## src/rtl/spike_count_decoder.sv

```systemverilog
// Spike-count readout for a spiking classifier: accumulates per-class spikes over a window of ce steps, then scans for the argmax.
// Optional macro SPIKE_DECODER_MARGIN_EN adds result_margin (winner minus runner-up count).
module spike_count_decoder #(
    parameter int NUM_CLASSES = 10,
    parameter int COUNT_BITS  = 8,
    parameter int WINDOW_BITS = 8
) (
    input  logic                           clk,
    input  logic                           rst,
    input  logic                           ce,
    input  logic                           start,
    input  logic [WINDOW_BITS-1:0]         window_len,
    input  logic [NUM_CLASSES-1:0]         spike_in,
    input  logic                           result_ready,
    output logic                           busy,
    output logic                           result_valid,
    output logic [$clog2(NUM_CLASSES)-1:0] result_class,
    output logic [COUNT_BITS-1:0]          result_count
`ifdef SPIKE_DECODER_MARGIN_EN
    ,
    output logic [COUNT_BITS-1:0]          result_margin
`endif
);
    localparam int IDX_W = $clog2(NUM_CLASSES);
    localparam logic [IDX_W-1:0] LAST_IDX = IDX_W'(NUM_CLASSES - 1);
    localparam logic [COUNT_BITS-1:0] CNT_MAX = '1;

    typedef enum logic [1:0] {IDLE, ACCUM, SCAN, HOLD} state_t;

    state_t                  state_q, state_d;
    logic [COUNT_BITS-1:0]   cnt_q [NUM_CLASSES];
    logic [COUNT_BITS-1:0]   cnt_d [NUM_CLASSES];
    logic [WINDOW_BITS-1:0]  step_q, step_d, step_inc;
    logic [WINDOW_BITS-1:0]  win_q, win_d;
    logic [IDX_W-1:0]        idx_q, idx_d;
    logic [IDX_W-1:0]        best_cls_q, best_cls_d, cand_cls;
    logic [COUNT_BITS-1:0]   best_cnt_q, best_cnt_d, cand_cnt, scan_cnt;
    logic [IDX_W-1:0]        res_class_q, res_class_d;
    logic [COUNT_BITS-1:0]   res_count_q, res_count_d;
`ifdef SPIKE_DECODER_MARGIN_EN
    logic [COUNT_BITS-1:0]   second_q, second_d, cand_sec;
    logic [COUNT_BITS-1:0]   res_margin_q, res_margin_d;
`endif

    function automatic logic [COUNT_BITS-1:0] sat_inc(input logic [COUNT_BITS-1:0] c,
                                                      input logic inc);
        if (!inc || c == CNT_MAX) return c;
        return c + 1'b1;
    endfunction

    assign step_inc = step_q + 1'b1;

    always_ff @(posedge clk) begin
        if (rst) begin
            state_q     <= IDLE;
            step_q      <= '0;
            win_q       <= '0;
            idx_q       <= '0;
            best_cls_q  <= '0;
            best_cnt_q  <= '0;
            res_class_q <= '0;
            res_count_q <= '0;
            for (int i = 0; i < NUM_CLASSES; i++) cnt_q[i] <= '0;
`ifdef SPIKE_DECODER_MARGIN_EN
            second_q     <= '0;
            res_margin_q <= '0;
`endif
        end else begin
            state_q     <= state_d;
            step_q      <= step_d;
            win_q       <= win_d;
            idx_q       <= idx_d;
            best_cls_q  <= best_cls_d;
            best_cnt_q  <= best_cnt_d;
            res_class_q <= res_class_d;
            res_count_q <= res_count_d;
            for (int i = 0; i < NUM_CLASSES; i++) cnt_q[i] <= cnt_d[i];
`ifdef SPIKE_DECODER_MARGIN_EN
            second_q     <= second_d;
            res_margin_q <= res_margin_d;
`endif
        end
    end

    always_comb begin
        state_d = state_q;
        unique case (state_q)
            IDLE:    if (start) state_d = (window_len == '0) ? SCAN : ACCUM;
            ACCUM:   if (ce && step_inc == win_q) state_d = SCAN;
            SCAN:    if (idx_q == LAST_IDX) state_d = HOLD;
            HOLD:    if (result_ready) state_d = IDLE;
            default: state_d = IDLE;
        endcase
    end

    always_comb begin
        busy         = (state_q == ACCUM) || (state_q == SCAN);
        result_valid = (state_q == HOLD);
        result_class = res_class_q;
        result_count = res_count_q;
`ifdef SPIKE_DECODER_MARGIN_EN
        result_margin = res_margin_q;
`endif
    end

    // Strict greater-than keeps the lowest index on ties.
    always_comb begin
        scan_cnt = cnt_q[idx_q];
        cand_cls = best_cls_q;
        cand_cnt = best_cnt_q;
`ifdef SPIKE_DECODER_MARGIN_EN
        cand_sec = second_q;
`endif
        if (scan_cnt > best_cnt_q) begin
            cand_cls = idx_q;
            cand_cnt = scan_cnt;
`ifdef SPIKE_DECODER_MARGIN_EN
            cand_sec = best_cnt_q;
`endif
        end
`ifdef SPIKE_DECODER_MARGIN_EN
        else if (scan_cnt > second_q) begin
            cand_sec = scan_cnt;
        end
`endif
    end

    always_comb begin
        cnt_d       = cnt_q;
        step_d      = step_q;
        win_d       = win_q;
        idx_d       = idx_q;
        best_cls_d  = best_cls_q;
        best_cnt_d  = best_cnt_q;
        res_class_d = res_class_q;
        res_count_d = res_count_q;
`ifdef SPIKE_DECODER_MARGIN_EN
        second_d     = second_q;
        res_margin_d = res_margin_q;
`endif
        unique case (state_q)
            IDLE: if (start) begin
                for (int i = 0; i < NUM_CLASSES; i++) cnt_d[i] = '0;
                win_d      = window_len;
                step_d     = '0;
                idx_d      = '0;
                best_cls_d = '0;
                best_cnt_d = '0;
`ifdef SPIKE_DECODER_MARGIN_EN
                second_d   = '0;
`endif
            end
            ACCUM: if (ce) begin
                for (int i = 0; i < NUM_CLASSES; i++) cnt_d[i] = sat_inc(cnt_q[i], spike_in[i]);
                step_d = step_inc;
            end
            SCAN: begin
                idx_d      = idx_q + 1'b1;
                best_cls_d = cand_cls;
                best_cnt_d = cand_cnt;
`ifdef SPIKE_DECODER_MARGIN_EN
                second_d   = cand_sec;
`endif
                if (idx_q == LAST_IDX) begin
                    res_class_d = cand_cls;
                    res_count_d = cand_cnt;
`ifdef SPIKE_DECODER_MARGIN_EN
                    res_margin_d = cand_cnt - cand_sec;
`endif
                end
            end
            default: ;
        endcase
    end
endmodule

```

## config.mk

```make
export PLATFORM = sky130hd
export DESIGN_NAME = spike_count_decoder
export DESIGN_NICKNAME = d
export VERILOG_FILES = /design/src/rtl/spike_count_decoder.sv
export SDC_FILE = /design/constraint.sdc
export NUM_CORES = 1
export LEC_CHECK = 0
export BUFFER_PORTS_ARGS = -buffer_cell sky130_fd_sc_hd__buf_2
export CORE_ASPECT_RATIO = 1.1
export CORE_MARGIN = 3
export CORE_UTILIZATION = 55
export DETAILED_ROUTE_END_ITERATION = 8
export GPL_TIMING_DRIVEN = 0
export PLACE_DENSITY = 0.78
export SLEW_MARGIN = 0
export SYNTH_ARGS = -nofsm -noshare
export SYNTH_HDL_FRONTEND = slang
export SYNTH_SLANG_ARGS = --single-unit
```

## constraint.sdc

```tcl
create_clock -name clk -period 4.64 [get_ports clk]
set_input_delay 1.16 -clock clk [delete_from_list [all_inputs] [get_ports clk]]
set_output_delay 1.16 -clock clk [all_outputs]
set_load 0.05 [all_outputs]
```

==> metrics, run 1 <==
outcome finished, final reports clean; RSZ-0062 raised after global routing false; Hold Buf Count CTS 0; worst hold path class reg -> reg; final worst path period share 0.7674; Fin Setup TNS 0 ps; nets@finish between 900 and 1000; Post-Syn Area around 0.007 mm²; FMAX roughly 280 MHz; element type at the critical path end flip-flop; met3 WL 1101 µm; first-pass GRT wire length between 20000 and 30000 µm; Post-Syn Nets roughly 900; pin count of the biggest net entering global routing 17; final core utilization 0.6543; Highest Signal Layer met4; Synth warnings 0; setup violators final 0; vias in the first global route roughly 6000; Crit Path Max Fanout 10; worst-path cell chain buf_6, buf_2, mux2i_1, nand2_1, a31oi_1, inv_1, ha_1, nand4_1, or2_2, buf_1, o31a_4, buf_6, nor3_1, nor3_1; PostCTS Resize Cnt 0; Max IR drop VDD about 0.42 mV; Die ar. approximately 0.014 mm²; P per Cell Area slightly below 500 mW/mm²; worst path buffer plus inverter count 5; slew margin rel. 0.4092; Fin. Hold Viols 0; I/O Buffers 36; Pleak 2.923 nW; cts bufs inserted 17; CP Data Arrival Time about 3800 ps; post-route ant nets 0; metal1 wirelength 7866 µm; Core ar. about 0.012 mm²; cell family with most CP delay buffers and inverters; Vias/cell about 6; DRC viols 0; number of flops mapped to enable cells by yosys 0; Initial Util 0.5741; gpl congestion roughly 0.9; DIE WIDTH roughly 110 µm; CP Launch Type flip-flop; Seq/Total Area, Yosys 0.3588; top-count cell post-synth dfxtp_1; CTS root buffer clkbuf_16; asr flop ratio synth 0; Crit path required time ~4900 ps; Worst-path clk slew ~60 ps; layout cells sized above 1 0.1264; First-pass DRT Iterations 5; Synth Flop Type dfxtp_1; Setup CP Type reg -> reg; Mapped Cells between 800 and 900; leading area contributor after synthesis dfxtp_1; CTS tree done; Total Wirelength 17720 µm; DP HPWL about 13000 µm; grt ovf 0; Antenna Diode Count 0; # clock sinks ~130; top post-synthesis cells by count dfxtp_1, nor2_1, nand2_1, a21oi_1, nand3_1; CP max stage delay around 460 ps; all-layer global routing usage 0.2557; fin crit period roughly 3600 ps; num rows 42; Yosys top cell area share 0.3588; initial antenna violation count 0; DR WL met2 8329 µm; worst-margin pin slew approximately 890 ps; DR iter-0 viols ~500; CP max stage cell a31oi_1; # Max-Cap Violations 0; I/O pin count 37; Post-CTS Setup Inserts 0; clock buffer depth 2; Avg Inst Size Synth ~8.4 µm²; top cells by area, synth dfxtp_1, mux2i_1, xor2_1, nor2_1, ha_1; Synth Register Bits 126; Via Count 6300; Final Skew a little under 8 ps; H-Tree Depth 4; # fillers 1056; die height about 120 µm; Worst-Skew Late Latency 430 ps; area delta synth->final 13.97%; post-synthesis cell type count 63; Pins Over Slew Limit 0; wire length per cell between 15 and 20 µm
==> worst paths after layout <==
check,startpoint,end,slack [ps],cells after the start
max,idx_q[1],result_class[3],1080,14
min,result_count[3],result_count[3],450,2
max reg2reg,idx_q[1],result_class[3],1080,14
min reg2reg,result_count[3],result_count[3],450,2
==> kinds of logic (layout without fill, tap and decap cells) <==
group / count (synthesis) / after routing / synth area share
adder cells (fa/ha/maj): 26 / 26 / 0.04628
flip-flops: 126 / 126 / 0.3588
AND/OR/NAND/NOR: 321 / 321 / 0.2227
multiplexers: 45 / 45 / 0.06479
XOR/XNOR: 67 / 67 / 0.08348
AO/OA/AOI/OAI: 176 / 176 / 0.1757
buffers and inverters: 73 / 141 / 0.04824
==> sequential cells by signal, summed over array words and instances (netlist names) <==
signal	cells
best_cls_q	4
best_cnt_q	8
cnt_q	80
idx_q	4
result_class	4
result_count	8
state_q	2
step_q	8
win_q	8
==> area by class of cell <==
cell class                      count  area [µm²]  share of cell area
Timing Repair Buffer               36       180.2             0.02249
Clock inverter                     11       138.9             0.01734
Tap cell                          154       192.7             0.02405
Clock buffer                       21       470.5             0.05872
Multi-Input combinational cell    635        4168              0.5202
Sequential cell                   126        2522              0.3149
Inverter                           25       93.84             0.01171
Buffer                             48       245.2             0.03061
==> worst register-to-register path, cell delays in order (launching register included) <==
cell and delay (ps):
dfxtp_1 340, buf_6 170, buf_2 300, mux2i_1 310
nand2_1 80, a31oi_1 460, inv_1 90, ha_1 310
nand4_1 140, or2_2 310, buf_1 240, o31a_4 210
buf_6 150, nor3_1 210, nor3_1 90
==> layout by cell type, fill, tap and decap left out, types with 11 or more instances in the layout <==
cell type and instances:
dfxtp_1 126, ha_1 26, inv_1 25, clkbuf_1 26, xnor2_1 24, nor3_1 17
and3_1 13, a21oi_1 61, nand3_1 53, nor2_1 91, nand2_1 71, clkbuf_16 17
buf_2 46, xor2_1 43, a21o_1 11, o211ai_1 11, mux2i_1 44, o21ai_0 19
nand4_1 29
==> where the power goes <==
group / internal (W) / switching [W]
clock: 0.000882 / 0.000490
sequential: 0.00112 / 0.0000427
combinational: 0.000430 / 0.000928
total: 0.00243 / 0.00146
==> layer usage <==
metal,global-route usage,up-vias
met4,0.1167,0
met5,0,-
met2,0.4125,189
met1,0.3270,2980
met3,0.05199,35
li1,-,3096
==> per-stage QoR <==
step / power, W / worst slack, ps / cell area (µm²) / hold WS, ps / instances
after floorplan: 0.002178 / 1806 / 7029 / 437.6 / 834
after global placement: 0.002497 / 1119 / 7402 / 439.6 / 1024
after detailed placement: 0.002512 / 1112 / 7402 / 443.2 / 1024
after CTS: 0.003881 / 1098 / 8011 / 451.0 / 1056
after global routing: 0.004074 / 830.8 / 8011 / 467.5 / 1056
final: 0.003895 / 1079 / 8011 / 447.6 / 1056
Power figures use the tool's default switching activity.
==> run 2: changes to the inputs <==
- PLACE_DENSITY: 0.78 -> 0.81
- clock period: 4.64 -> 3.15 ns (I/O delays scaled with it)
==> metrics, run 2 (same netlist as run 1, synthesis figures left out) <==
num rows 42 (unchanged); Global Route met3 Usage 0.04859 (-0.003401); total power 0.005621 W (+44%); CTS tree done; first-pass GRT wire length 29980 µm (+3.0%); vias in the first global route 6189 (+3.0%); final worst path period share 0.9709 (+0.2036); Net Sw Frac 0.3829 (+0.007752); setup violators final 0 (unchanged); Die ar. 0.01417 mm² (unchanged); Pleak 3.008 nW (+2.9%); worst r2r dst result_count[7]; dpl cell area 0.007402 mm² (unchanged); Via Count 6482 (+2.9%); clock share of power 0.304 (-0.048); wire length per cell 17.70 µm (+5.5%); pin count of the biggest net entering global routing 17 (unchanged); CP Launch Type flip-flop; post-route ant nets 0 (unchanged); Vias/cell 6.104 (+2.3%); Final Instance Area 0.008357 mm² (+4.3%); Worst-path clk slew 50 ps (about the same); cell depth of the worst hold path 2 (unchanged); Worst-Skew Late Latency 420 ps (about the same); Fin. Hold Viols 0 (unchanged); CP max stage cell o31a_4; element type at the critical path end flip-flop; First-pass DRT Iterations 5 (unchanged); CTS root buffer clkbuf_16; worst hold path class reg -> reg; Final Skew 6.245 ps (-1.579 ps); commonest non-fill, non-tap cell in the layout dfxtp_1; Antenna Diode Count 0 (unchanged); die height 124.6 µm (unchanged); I/O pin count 37 (unchanged); WHS Endpoint result_count[7]; clock buffer depth 2 (unchanged); Hold Startpoint result_count[7]; largest register by flop count cnt_q; Core ar. 0.01224 mm² (unchanged); GR Util met2 0.4205 (+0.007972); Hold Buf Count CTS 0 (unchanged); most frequent cells in the layout dfxtp_1, nor2_1, nand2_1; Setup CP Type reg -> reg; number of flip-flops in the largest register 80 (unchanged); # clock sinks 126 (unchanged); Crit Path Max Fanout 10 (unchanged); worst-path cell chain buf_12, buf_12, mux2i_1, nand2_1, a31oi_2, inv_1, ha_1, o211ai_1, a21oi_4, o31a_4, buf_6, o211ai_1, a21oi_1; reg-to-reg critical path startpoint idx_q[1]; Pins Over Slew Limit 0 (unchanged); GRT busiest layer met2; internal power 0.003469 W (+43%); Reg2Reg Depth 13 (-1); layout cells sized above 1 0.1707 (+0.04432); nets@finish 949 (+1.2%); combinational share of power 0.389 (+0.040); fin crit period 3058 ps (-502.1 ps); gpl congestion 0.9175 (+2.0%); Switching Power 0.002152 W (+47%); I/O Buffers 36 (unchanged); GR Layer Usage met1 0.3368 (+0.009799); H-Tree Depth 4 (unchanged); CP Data Arrival Time 3340 ps (-500 ps); all-layer global routing usage 0.2620 (+0.006261); grt ovf 0 (unchanged); area delta synth->final 18.89%; slew margin rel. 0.4127 (+0.003529); P per Cell Area 672.6 mW/mm² (+38%); DIE WIDTH 113.8 µm (unchanged); Fin Setup TNS 0 ps (unchanged); cts bufs inserted 17 (unchanged); Flop pwr share 0.306 (+0.007); initial antenna violation count 0 (unchanged); FMAX 327.0 MHz (+16%); Total Wirelength 18800 µm (+6.1%); worst-margin pin slew 880.9 ps (-5.294 ps); CP max stage delay 360 ps (-100 ps); outcome finished, final reports clean; DR iter-0 viols 738 (+47%); DRC viols 0 (unchanged); # Max-Cap Violations 0 (unchanged); r2r setup slk 90 ps (-990 ps); Initial Util 0.5741 (unchanged); Crit path required time 3440 ps (-1480 ps); Max IR drop VDD 0.5316 mV (+25%); DP HPWL 12750 µm (+1.1%)
-- run 2: through the flow --
step                hold WS [ps]  instances  setup WS [ps]    util
finish                     446.2       1062          91.57  0.6825
global route               469.2       1062         -76.36  0.6825
CTS                        452.6       1053          3.083  0.6579
global placement           439.9       1024         -343.5  0.6045
floorplan                  437.6        834          315.8       -
detailed placement         445.7       1024         -411.9  0.6045
-- run 2: critical path, delay by kind of cell (launching register included) --
kind / cells / cell delay [ps]
simple gates: 1 / 120
mux: 1 / 300
flops: 1 / 350
buf+inv: 4 / 520
fa+ha+maj: 1 / 320
compound gates: 6 / 1300
-- run 2: power groups by stage --
stage	combinational, W	sequential, W	clock [W]
final	0.00219	0.00172	0.00171
after global routing	0.00234	0.00173	0.00180
after CTS	0.00200	0.00171	0.00173
after detailed placement	0.00196	0.00175	0
after global placement	0.00193	0.00174	0
after floorplan	0.00148	0.00173	0
-- run 2: per-layer routing --
layer / up-vias / wire (µm)
li1: 3119 / -
met1: 3042 / 7908
met2: 273 / 8949
met3: 48 / 1304
met4: 0 / 637
met5: - / 0
-- run 2: layout make-up --
| class | count | area [µm²] |
|---|---|---|
| tap | 154 | 192.7 |
| inverter | 25 | 93.84 |
| clock inverter | 2 | 10.01 |
| buffer | 46 | 316.6 |
| fill | 932 | 3887 |
| clock buffer | 25 | 495.5 |
| multi-input combinational | 635 | 4402 |
| timing repair buffer | 49 | 320.3 |
| sequential | 126 | 2526 |
-- run 2: worst max-delay path by stage --
stage,from,endpoint,slack (ps),cells after the start
3_5_place_dp,idx_q[1],result_count[7],-410,14
3_3_place_gp,idx_q[1],result_count[7],-340,14
5_1_grt,idx_q[1],result_count[7],-80,13
4_1_cts,idx_q[1],result_count[7],3,15
6_report,idx_q[1],result_count[7],90,13
2_1_floorplan,idx_q[1],result_class[2],320,14
-- run 2: what timing repair did --
item                                    CTS  global route
cloned                                    0             2
setup buffers                             4             7
endpoints found under the setup margin   24            24
gates resized for setup                  28            44
pin swaps                                 4            11
endpoints found under the hold margin     0             0
==> run 3: changes to the inputs <==
- PLACE_DENSITY: 0.81 -> 0.76
==> metrics, run 3 (same netlist as run 1, synthesis figures left out) <==
FMAX 319.0 MHz (-2.4%); CTS root buffer clkbuf_16; layout cells sized above 1 0.1822 (+0.01151); Fin. Hold Viols 0 (unchanged); Max IR drop VDD 0.6423 mV (+21%); cell family with most CP delay compound AO/OA/AOI/OAI gates; fin cells 1065 (+0.28%); Vias/cell 5.987 (-1.9%); dpl cell area 0.007402 mm² (unchanged); slew margin rel. 0.3722 (-0.04051); CP max stage cell dfxtp_1; num rows 42 (unchanged); initial antenna violation count 0 (unchanged); Core ar. 0.01224 mm² (unchanged); I/O pin count 37 (unchanged); commonest non-fill, non-tap cell in the layout dfxtp_1; Initial Util 0.5741 (unchanged); CP Data Arrival Time 3410 ps (+70 ps); CTS tree done; Final Instance Area 0.008454 mm² (+1.2%); worst-path cell chain or3b_1, buf_6, nor2_4, a31oi_4, inv_2, ha_4, nor2b_1, o211ai_1, a21oi_4, o31a_4, buf_8, o211ai_1, a21oi_1; most frequent cells in the layout dfxtp_1, nor2_1, nand2_1; final core utilization 0.6905 (+0.007970); gpl congestion 0.9105 (-0.76%); worst path buffer plus inverter count 3 (-1); Via Count 6376 (-1.6%); element type at the critical path end flip-flop; Net Sw Frac 0.3718 (-0.01107); DIE WIDTH 113.8 µm (unchanged); number of flip-flops in the largest register 80 (unchanged); tightest hold margin 449.4 ps (+3.255 ps); Antenna Diode Count 0 (unchanged); final worst path period share 0.9952 (+0.02423); Switching Power 0.002178 W (+1.2%); Crit path required time 3430 ps (about the same); Total Wirelength 18670 µm (-0.68%); DP HPWL 12730 µm (-0.11%); DR iter-0 viols 646 (-12%); clock share of power 0.335 (+0.031); placed insts 1024 (unchanged); DRC viols 0 (unchanged); worst hold path class reg -> reg; Worst-path clk slew 50 ps (about the same); die height 124.6 µm (unchanged); worst-margin pin slew 941.7 ps (+60.76 ps); CP max stage delay 510 ps (+150 ps); combinational share of power 0.371 (-0.018); wire length per cell 17.53 µm (-0.96%); P per Cell Area 693.0 mW/mm² (+3.0%); Hold Buf Count CTS 0 (unchanged); vias in the first global route 5999 (-3.1%); cts bufs inserted 17 (unchanged); # fillers 970 (+4.1%); Worst-Skew Late Latency 420 ps (about the same); setup violators final 0 (unchanged); Crit Path Max Fanout 10 (unchanged); Setup CP Type reg -> reg; area delta synth->final 20.27%; Worst path most repeated cell o211ai_1; # clock sinks 126 (unchanged); internal power 0.003681 W (+6.1%); nets@finish 950 (+0.11%); First-pass DRT Iterations 6 (+1); I/O Buffers 36 (unchanged); CP Launch Type flip-flop; register area 0.002525 mm² (about the same); largest register by flop count cnt_q; Final Skew 6.856 ps (+0.6113 ps); pin count of the biggest net entering global routing 17 (unchanged); post-route ant nets 0 (unchanged); RSZ-0062 raised after global routing true; Flop pwr share 0.293 (-0.013); Multi-input gate area 0.004424 mm² (+0.51%); clock buffer depth 2 (unchanged); all-layer global routing usage 0.2586 (-0.003442); # Max-Cap Violations 0 (unchanged); first-pass GRT wire length 29530 µm (-1.5%); outcome finished, final reports clean; Die ar. 0.01417 mm² (unchanged); fin crit period 3135 ps (+76.31 ps); Pleak 3.058 nW (+1.6%); grt ovf 0 (unchanged); Pins Over Slew Limit 0 (unchanged); H-Tree Depth 4 (unchanged)
[run 3: cell count changes in the layout (fill, tap and decap cells not counted), moves of 3 or more]
| cell | delta |
|---|---|
| clkbuf_1 | -4 |
| mux2i_2 | +4 |
| bufinv_16 | +3 |
| clkinv_2 | +3 |
[run 3: worst register-to-register path, cell delays in order, from the launching register on]
cell      delay, ps
dfxtp_1         510
or3b_1          410
buf_6           160
nor2_4          120
a31oi_4          50
inv_2            80
ha_4            200
nor2b_1         130
o211ai_1        320
a21oi_4         160
o31a_4          390
buf_8           150
o211ai_1        210
a21oi_1         100
[run 3: power by group through the flow]
stage / Sequential [W] / Clock, W / Combinational, W
final: 0.00172 / 0.00196 / 0.00218
after global routing: 0.00172 / 0.00206 / 0.00234
after CTS: 0.00171 / 0.00199 / 0.00200
after detailed placement: 0.00175 / 0 / 0.00196
after global placement: 0.00174 / 0 / 0.00193
after floorplan: 0.00173 / 0 / 0.00148
[run 3: metal layers]
metal	global-route usage	share of wire
met3	0.04713	0.053
met5	0	0
met4	0.1188	0.034
met2	0.4121	0.47
met1	0.3380	0.44
[run 3: stage by stage]
step                      setup TNS [ps]  power [W]  worst slack [ps]
final                                  0   0.005859             15.25
after global routing              -220.1   0.006120            -50.66
after CTS                              0   0.005702             7.851
after detailed placement           -7180   0.003700            -391.9
after global placement             -6516   0.003675            -351.2
after floorplan                        0   0.003208             315.8
[run 3: final timing paths]
kind | start | endpoint | slack [ps] | cells after the start
worst max-delay path | idx_q[3] | result_count[7] | 20 | 13
worst min-delay path | result_count[5] | result_count[5] | 450 | 2
worst max register to register | idx_q[3] | result_count[7] | 20 | 13
worst min register to register | result_count[5] | result_count[5] | 450 | 2
[run 3: cell type report]
type	count	share of cell area
Inverter	25	0.01110
Clock buffer	21	0.05565
Clock inverter	8	0.01362
Buffer	46	0.03818
Tap cell	154	0.02279
Sequential cell	126	0.2987
Timing Repair Buffer	50	0.03670
Multi-Input combinational cell	635	0.5233
[run 3: what timing repair did]
item                       4_1_cts  5_1_grt
setup buffers                    5        8
pin swaps                        5       15
cloned                           0        1
gates resized for setup         22       60
setup endpoints to repair       24       24
